===== src/rtl/lane_dly_pkg.sv =====
// Shared definitions for the lane delay-line sequencer: request opcodes,
// FSM state encoding, tap-tracker operations and legal parameter ranges.
package lane_dly_pkg;

    // Request opcodes; 2'b10 and 2'b11 are reserved and complete with ERR.
    localparam logic [1:0] OP_MOVE = 2'b00;
    localparam logic [1:0] OP_LOAD = 2'b01;

    // Legal parameter ranges.
    localparam int MOVE_GAP_MIN    = 2;
    localparam int MOVE_GAP_MAX    = 15;
    localparam int LOAD_SETTLE_MIN = 1;
    localparam int LOAD_SETTLE_MAX = 255;

    typedef enum logic [2:0] {
        ST_IDLE,
        ST_SETUP,
        ST_PULSE,
        ST_GAP,
        ST_LOAD,
        ST_SETTLE,
        ST_FIN
    } state_e;

    // Operation applied to the selected tap register in a given cycle.
    typedef enum logic [1:0] {
        TAP_HOLD,
        TAP_STEP,
        TAP_LOAD
    } tap_op_e;

endpackage


===== src/rtl/lane_dly_tap_trk.sv =====
// Tracks the RX and TX DQS delay-line tap positions.
// Ports:
//   clk_i, rst_n_i      clock, synchronous active-low reset
//   op_i                hold / saturating step / load to INIT_TAP
//   sel_i               0 = RX line, 1 = TX line
//   dir_i               step direction, 1 = increment
//   rx_tap_o, tx_tap_o  tracked tap positions
//   sat_o               selected line already at its limit in direction dir_i
module lane_dly_tap_trk
    import lane_dly_pkg::*;
#(
    parameter int TAP_W    = 8,
    parameter int INIT_TAP = 1
) (
    input  logic             clk_i,
    input  logic             rst_n_i,
    input  tap_op_e          op_i,
    input  logic             sel_i,
    input  logic             dir_i,
    output logic [TAP_W-1:0] rx_tap_o,
    output logic [TAP_W-1:0] tx_tap_o,
    output logic             sat_o
);

    localparam logic [TAP_W-1:0] INIT_VAL = TAP_W'(INIT_TAP);
    localparam logic [TAP_W-1:0] TAP_MAX  = '1;

    logic [TAP_W-1:0] rx_tap_q, tx_tap_q;
    logic [TAP_W-1:0] sel_tap;
    logic [TAP_W-1:0] step_tap_d;

    // NOTE: every signal written here gets a default first, so no path
    // leaves it unassigned and no latch is inferred.
    always_comb begin
        sel_tap    = sel_i ? tx_tap_q : rx_tap_q;
        sat_o      = dir_i ? (sel_tap == TAP_MAX) : (sel_tap == '0);
        step_tap_d = sel_tap;
        if (!sat_o) begin
            step_tap_d = dir_i ? sel_tap + 1'b1 : sel_tap - 1'b1;
        end
    end

    // NOTE: sequential state uses non-blocking assignments so every register
    // updates from pre-edge values regardless of statement order.
    always_ff @(posedge clk_i) begin
        if (!rst_n_i) begin
            rx_tap_q <= INIT_VAL;
            tx_tap_q <= INIT_VAL;
        end else begin
            unique case (op_i)
                TAP_STEP: begin
                    if (sel_i) tx_tap_q <= step_tap_d;
                    else       rx_tap_q <= step_tap_d;
                end
                TAP_LOAD: begin
                    if (sel_i) tx_tap_q <= INIT_VAL;
                    else       rx_tap_q <= INIT_VAL;
                end
                default: ;
            endcase
        end
    end

    assign rx_tap_o = rx_tap_q;
    assign tx_tap_o = tx_tap_q;

endmodule


===== src/rtl/lane_dly_seq.sv =====
// Sequences MOVE and LOAD requests onto a lane controller's DQS delay-line
// port, tracking tap positions and reporting completion status.
// Ports:
//   fab_clk_i, reset_n_i            clock, synchronous active-low reset
//   req_valid_i / req_ready_o       request handshake
//   req_op_i, req_sel_i, req_dir_i, req_count_i   request fields
//   done_o, err_o, moved_o          completion pulse, error pulse, taps moved
//   rx_tap_o, tx_tap_o              tracked tap positions
//   delay_line_*_o                  delay-line control port
//   *_delay_line_out_of_range_i     range flags from the lane controller
module lane_dly_seq
    import lane_dly_pkg::*;
#(
    parameter int TAP_W       = 8,
    parameter int MOVE_GAP    = 4,
    parameter int LOAD_SETTLE = 8,
    parameter int INIT_TAP    = 1
) (
    input  logic             fab_clk_i,
    input  logic             reset_n_i,
    input  logic             req_valid_i,
    output logic             req_ready_o,
    input  logic [1:0]       req_op_i,
    input  logic             req_sel_i,
    input  logic             req_dir_i,
    input  logic [TAP_W-1:0] req_count_i,
    output logic             done_o,
    output logic             err_o,
    output logic [TAP_W-1:0] moved_o,
    output logic [TAP_W-1:0] rx_tap_o,
    output logic [TAP_W-1:0] tx_tap_o,
    output logic             delay_line_sel_o,
    output logic             delay_line_direction_o,
    output logic             delay_line_load_o,
    output logic             delay_line_move_o,
    input  logic             rx_delay_line_out_of_range_i,
    input  logic             tx_delay_line_out_of_range_i
);

    if (MOVE_GAP < MOVE_GAP_MIN || MOVE_GAP > MOVE_GAP_MAX) begin : g_bad_gap
        $error("lane_dly_seq: MOVE_GAP out of range");
    end
    if (LOAD_SETTLE < LOAD_SETTLE_MIN || LOAD_SETTLE > LOAD_SETTLE_MAX) begin : g_bad_settle
        $error("lane_dly_seq: LOAD_SETTLE out of range");
    end

    state_e           state_q;
    logic             sel_q, dir_q;
    logic [TAP_W-1:0] count_q, moved_cnt_q;
    logic [3:0]       gap_cnt_q;
    logic [7:0]       settle_cnt_q;
    logic             ready_q, done_q, err_q;
    logic [TAP_W-1:0] moved_q;
    logic             dl_sel_q, dl_dir_q, dl_load_q, dl_move_q;

    tap_op_e          tap_op_d;
    logic             tap_sat;
    logic             oor_sel;

    always_comb begin
        tap_op_d = TAP_HOLD;
        if (state_q == ST_PULSE)     tap_op_d = TAP_STEP;
        else if (state_q == ST_LOAD) tap_op_d = TAP_LOAD;
    end

    // Only the selected line's range flag can abort a move.
    assign oor_sel = sel_q ? tx_delay_line_out_of_range_i
                           : rx_delay_line_out_of_range_i;

    lane_dly_tap_trk #(
        .TAP_W    (TAP_W),
        .INIT_TAP (INIT_TAP)
    ) u_tap_trk (
        .clk_i    (fab_clk_i),
        .rst_n_i  (reset_n_i),
        .op_i     (tap_op_d),
        .sel_i    (sel_q),
        .dir_i    (dir_q),
        .rx_tap_o (rx_tap_o),
        .tx_tap_o (tx_tap_o),
        .sat_o    (tap_sat)
    );

    // Outputs are registered: each is set on the edge that enters the state
    // in which it must be visible.
    always_ff @(posedge fab_clk_i) begin
        if (!reset_n_i) begin
            state_q      <= ST_IDLE;
            sel_q        <= 1'b0;
            dir_q        <= 1'b0;
            count_q      <= '0;
            moved_cnt_q  <= '0;
            gap_cnt_q    <= '0;
            settle_cnt_q <= '0;
            ready_q      <= 1'b1;
            done_q       <= 1'b0;
            err_q        <= 1'b0;
            moved_q      <= '0;
            dl_sel_q     <= 1'b0;
            dl_dir_q     <= 1'b0;
            dl_load_q    <= 1'b0;
            dl_move_q    <= 1'b0;
        end else begin
            done_q    <= 1'b0;
            err_q     <= 1'b0;
            dl_move_q <= 1'b0;
            dl_load_q <= 1'b0;
            unique case (state_q)
                ST_IDLE: begin
                    if (req_valid_i) begin
                        sel_q       <= req_sel_i;
                        dir_q       <= req_dir_i;
                        count_q     <= req_count_i;
                        moved_cnt_q <= '0;
                        ready_q     <= 1'b0;
                        if (req_op_i == OP_MOVE && req_count_i != '0) begin
                            state_q  <= ST_SETUP;
                            dl_sel_q <= req_sel_i;
                            dl_dir_q <= req_dir_i;
                        end else if (req_op_i == OP_LOAD) begin
                            state_q   <= ST_LOAD;
                            dl_load_q <= 1'b1;
                            dl_sel_q  <= req_sel_i;
                        end else begin
                            // Zero-count MOVE or reserved opcode.
                            state_q <= ST_FIN;
                            done_q  <= 1'b1;
                            err_q   <= (req_op_i != OP_MOVE);
                            moved_q <= '0;
                        end
                    end
                end
                ST_SETUP: begin
                    state_q   <= ST_PULSE;
                    dl_move_q <= 1'b1;
                end
                ST_PULSE: begin
                    state_q     <= ST_GAP;
                    moved_cnt_q <= moved_cnt_q + 1'b1;
                    gap_cnt_q   <= 4'(MOVE_GAP - 2);
                end
                ST_GAP: begin
                    if (gap_cnt_q != '0) begin
                        gap_cnt_q <= gap_cnt_q - 1'b1;
                    end else if (oor_sel || tap_sat || moved_cnt_q == count_q) begin
                        state_q <= ST_FIN;
                        done_q  <= 1'b1;
                        err_q   <= oor_sel || tap_sat;
                        moved_q <= moved_cnt_q;
                    end else begin
                        state_q   <= ST_PULSE;
                        dl_move_q <= 1'b1;
                    end
                end
                ST_LOAD: begin
                    state_q      <= ST_SETTLE;
                    settle_cnt_q <= 8'(LOAD_SETTLE - 1);
                end
                ST_SETTLE: begin
                    if (settle_cnt_q != '0) begin
                        settle_cnt_q <= settle_cnt_q - 1'b1;
                    end else begin
                        state_q <= ST_FIN;
                        done_q  <= 1'b1;
                        moved_q <= '0;
                    end
                end
                ST_FIN: begin
                    state_q <= ST_IDLE;
                    ready_q <= 1'b1;
                end
                default: state_q <= ST_IDLE;
            endcase
        end
    end

    assign req_ready_o            = ready_q;
    assign done_o                 = done_q;
    assign err_o                  = err_q;
    assign moved_o                = moved_q;
    assign delay_line_sel_o       = dl_sel_q;
    assign delay_line_direction_o = dl_dir_q;
    assign delay_line_load_o      = dl_load_q;
    assign delay_line_move_o      = dl_move_q;

endmodule


===== config.mk =====
export PLATFORM = sky130hd
export DESIGN_NAME = lane_dly_seq
export DESIGN_NICKNAME = d
export VERILOG_FILES = /design/src/rtl/lane_dly_pkg.sv /design/src/rtl/lane_dly_tap_trk.sv /design/src/rtl/lane_dly_seq.sv
export SDC_FILE = /design/constraint.sdc
export NUM_CORES = 1
export LEC_CHECK = 0
export CORE_UTILIZATION = 55
export DETAILED_ROUTE_END_ITERATION = 10
export PLACE_DENSITY = 0.85
export SYNTH_ARGS = -nofsm -noshare
export SYNTH_HDL_FRONTEND = slang
export SYNTH_SLANG_ARGS = --single-unit

===== constraint.sdc =====
create_clock -name fab_clk_i -period 2.8 [get_ports fab_clk_i]
set_input_delay 0.84 -clock fab_clk_i [delete_from_list [all_inputs] [get_ports fab_clk_i]]
set_output_delay 0.84 -clock fab_clk_i [all_outputs]
set_load 0.01 [all_outputs]

==> impl_metrics.tcl, run 1 <==
set metrics [dict create \
    multi_input_area_mm2 0.002152 \
    seq_area_mm2 0.001282 \
    min_path_type "register to register" \
    dieWidth_um 82.45 \
    timing.rr.end "u_tap_trk.rx_tap_o[7]" \
    tritoncts "built" \
    r2r_cells 8 \
    crit_path_cell_trace "inv_1, ha_1, a21o_1, a22o_1, nand3_1, and4_1, nor2b_1, o211ai_1" \
    critPathMaxStageDelay_ps 530 \
    syn_area_mm2 0.003560 \
    synthArstFlopShare_pct 0 \
    worst_path_max_delay_cell "dfxtp_1" \
    final_cells 545 \
    grt_pass1_vias 3016 \
    maxSlewViolCount 0 \
    status "finished, final reports clean" \
    layout.nets 494 \
    holdWs_ps 458.4 \
    worstSetupStartpointType "register" \
    rr_startpoint "dir_q" \
    final_area_mm2 0.004292 \
    p_leak_nw 1.623 \
    drc 0 \
    critical_path_arrival_ps 2710 \
    fin_skew_ps 10.05 \
    cts_sinks 64 \
    yosys_warnings 0 \
    place_area_mm2 0.004103 \
    die_h_um 82.45 \
    postSynthAreaPerCell_um2 8.496 \
    ff2ff_setup_slack_ps 320 \
    fmax_mhz 402.5 \
    netlist_instances 419 \
    yosysSeqAreaShare_pct 35.99 \
    nFillCells 497 \
    drive_gt1_share_pct 10.85 \
    gr-total-overflow 0 \
    tns_ps 0 \
    ys_types 64 \
    routed_via_density 5.949 \
    place_inst 530 \
    max_cap_violations 0 \
    relSlewSlack_pct 56.31 \
    startpoint "dir_q" \
    critPathMaxFanout 11 \
    wl_per_cell_um 15.85 \
    io_pins 48 \
    cts_buffer_depth 2 \
    worst_pin_slew_ps 651.4 \
    insertion_delay_ps 340 \
    vias 3242 \
    finalSetupViolCount 0 \
    crit_end "u_tap_trk.rx_tap_o[7]" \
    area_delta_synth_final_pct 20.56 \
    rows 28 \
    grt_first_pass_wirelength_um 14280 \
    setup.worst_path.end_class "register" \
    synth-seq-cells 64 \
    die-area_mm2 0.006798 \
    cp.required_ps 3030 \
    path_clk_slew_ps 70 \
    rsz0062_at_grt "no" \
    powerDensity_mw_per_mm2 863.2 \
    port_buffers 47 \
    finalPower_w 0.003705 \
    final_cell_mix "63 x nand2_1, 63 x dfxtp_1, 47 x clkdlybuf4s50_1" \
    grt_max_degree 33 \
    synth_edf_count 0 \
    crit_type "register to register" \
    antenna_found_initial 0 \
    synth_flop_cell "dfxtp_1" \
    numCtsBuffers 9 \
    hpwl_um 6175 \
    cts-root-buf "clkbuf_8" \
    gp_congestion 0.9279 \
    drt_iter0_markers 188 \
    first_pass_iters 5 \
    start_util_pct 58.39 \
    fin_crit_ps 2484 \
    coreArea_mm2 0.006096 \
    grtUsageTotal_pct 28.00 \
    hold_buffers 0 \
    synthesis.nets 447 \
    htree_levels 3 \
    period_share_pct 88.73 \
    peakVddDrop_v 0.0006391 \
    antenna_left 0 \
    hold_viol 0 \
    insertedDiodeCount 0 \
    wl_um 8638 \
]
synthesized netlist by cell type, types with 2 or more instances:
cell type	number	share of area (%)
dfxtp_1	64	36
nand2_1	63	6.6
nor2_1	36	3.8
nand3_1	19	2.7
mux2i_1	18	5.1
a21boi_0	14	3.0
o21ai_0	14	2.0
a21oi_1	13	1.8
clkbuf_1	13	1.4
xnor2_1	13	3.2
ha_1	10	3.5
nor2b_1	10	1.8
and2_1	9	1.6
nor4_1	9	1.6
inv_1	8	0.84
mux2_2	8	2.5
xor2_1	8	2.0
a211oi_1	6	1.3
nand4_1	6	1.1
nor3_1	6	0.84
buf_2	5	0.70
o211a_1	5	1.4
a21o_1	4	0.84
and3_1	3	0.53
nand3b_1	3	0.63
o31ai_1	3	0.63
a311oi_1	2	0.49
a31o_2	2	0.49
a31oi_1	2	0.35
nand2b_1	2	0.35
nor3b_2	2	0.70
nor4_2	2	0.70
o211ai_1	2	0.42
o21ai_1	2	0.28
o22ai_1	2	0.35
o31a_1	2	0.49
or3b_2	2	0.49
final cells by class:
cell class | count | area share (%)
flip-flops and latches | 64 | 29.88
clock inverters | 3 | 0.9913
repair buffers | 57 | 12.71
multi-input cells | 326 | 50.15
well taps | 75 | 2.187
clock buffers | 12 | 3.382
inverters | 8 | 0.6997
what timing repair did:
item	in CTS	in global routing
endpoints found under the hold margin	0	0
buffers inserted	0	0
gates resized for setup	0	1
endpoints found under the setup margin	0	1
report_power, final:
part / leakage, nW / switching, W / internal [W]
logic: 1.01 / 0.000864 / 0.000773
clock network: 0.0925 / 0.000356 / 0.000430
registers: 0.520 / 0.000223 / 0.00106
critical path, delay by kind of cell (launching register included):
kind	cells	cell delay, ps
flip-flops	1	530
buffers and inverters	1	260
adder cells (fa/ha/maj)	1	430
AND/OR/NAND/NOR	3	510
AO/OA/AOI/OAI	3	620
how the worst min path moves through the flow:
stage	start	endpoint	slack, ps	cells past startpoint
final	moved_o[2]	moved_o[2]	460	2
after CTS	moved_o[3]	moved_o[3]	460	2
after detailed placement	moved_o[6]	moved_o[6]	450	2
after global placement	moved_o[7]	moved_o[7]	450	2
after floorplan	count_q[5]	count_q[5]	460	2
after global routing	moved_o[4]	moved_o[4]	470	2
logic make-up after synthesis:
| logic type | count (synthesis) | share of synthesized area, % |
|---|---|---|
| adder cells (fa/ha/maj) | 11 | 4.077 |
| flip-flops | 64 | 35.99 |
| XOR/XNOR | 21 | 5.167 |
| buffers and inverters | 29 | 3.550 |
| AND/OR/NAND/NOR | 185 | 26.99 |
| AO/OA/AOI/OAI | 83 | 16.63 |
| multiplexers | 26 | 7.592 |
through the flow:
stage / utilization (%) / setup slack [ps]
global route: 70.40 / 172.4
global placement: 67.30 / 190.9
CTS: 70.38 / 192.0
detailed placement: 67.30 / 117.3
floorplan: - / 213.7
finish: 70.40 / 315.6
routing by layer:
metal	share of wire [%]	GRT usage (%)	vias up
li1	-	-	1578
met1	45	36.68	1525
met2	47	43.55	118
met3	5.5	4.945	21
met4	2.5	15.09	0
met5	0	0	-
sequential cells by signal, indices dropped and copies added (netlist names), 3 cells and up:
signal,count
count_q,8
moved_cnt_q,8
moved_o,8
settle_cnt_q,8
u_tap_trk.rx_tap_o,8
u_tap_trk.tx_tap_o,8
gap_cnt_q,4
state_q,3
No activity file was read; power rests on OpenSTA's default activity.
==> run 2, diff against run 1 <==
--- a/config.mk
+++ b/config.mk
@@ -5,8 +5,10 @@
 export SDC_FILE = /design/constraint.sdc
 export NUM_CORES = 1
 export LEC_CHECK = 0
+export CAP_MARGIN = 20
 export CORE_UTILIZATION = 55
 export DETAILED_ROUTE_END_ITERATION = 10
+export GPL_ROUTABILITY_DRIVEN = 0
 export PLACE_DENSITY = 0.85
 export SYNTH_ARGS = -nofsm -noshare
 export SYNTH_HDL_FRONTEND = slang
==> results of run 2 <==
Same layout as run 1: the final DEF is identical, and so are final timing and power.
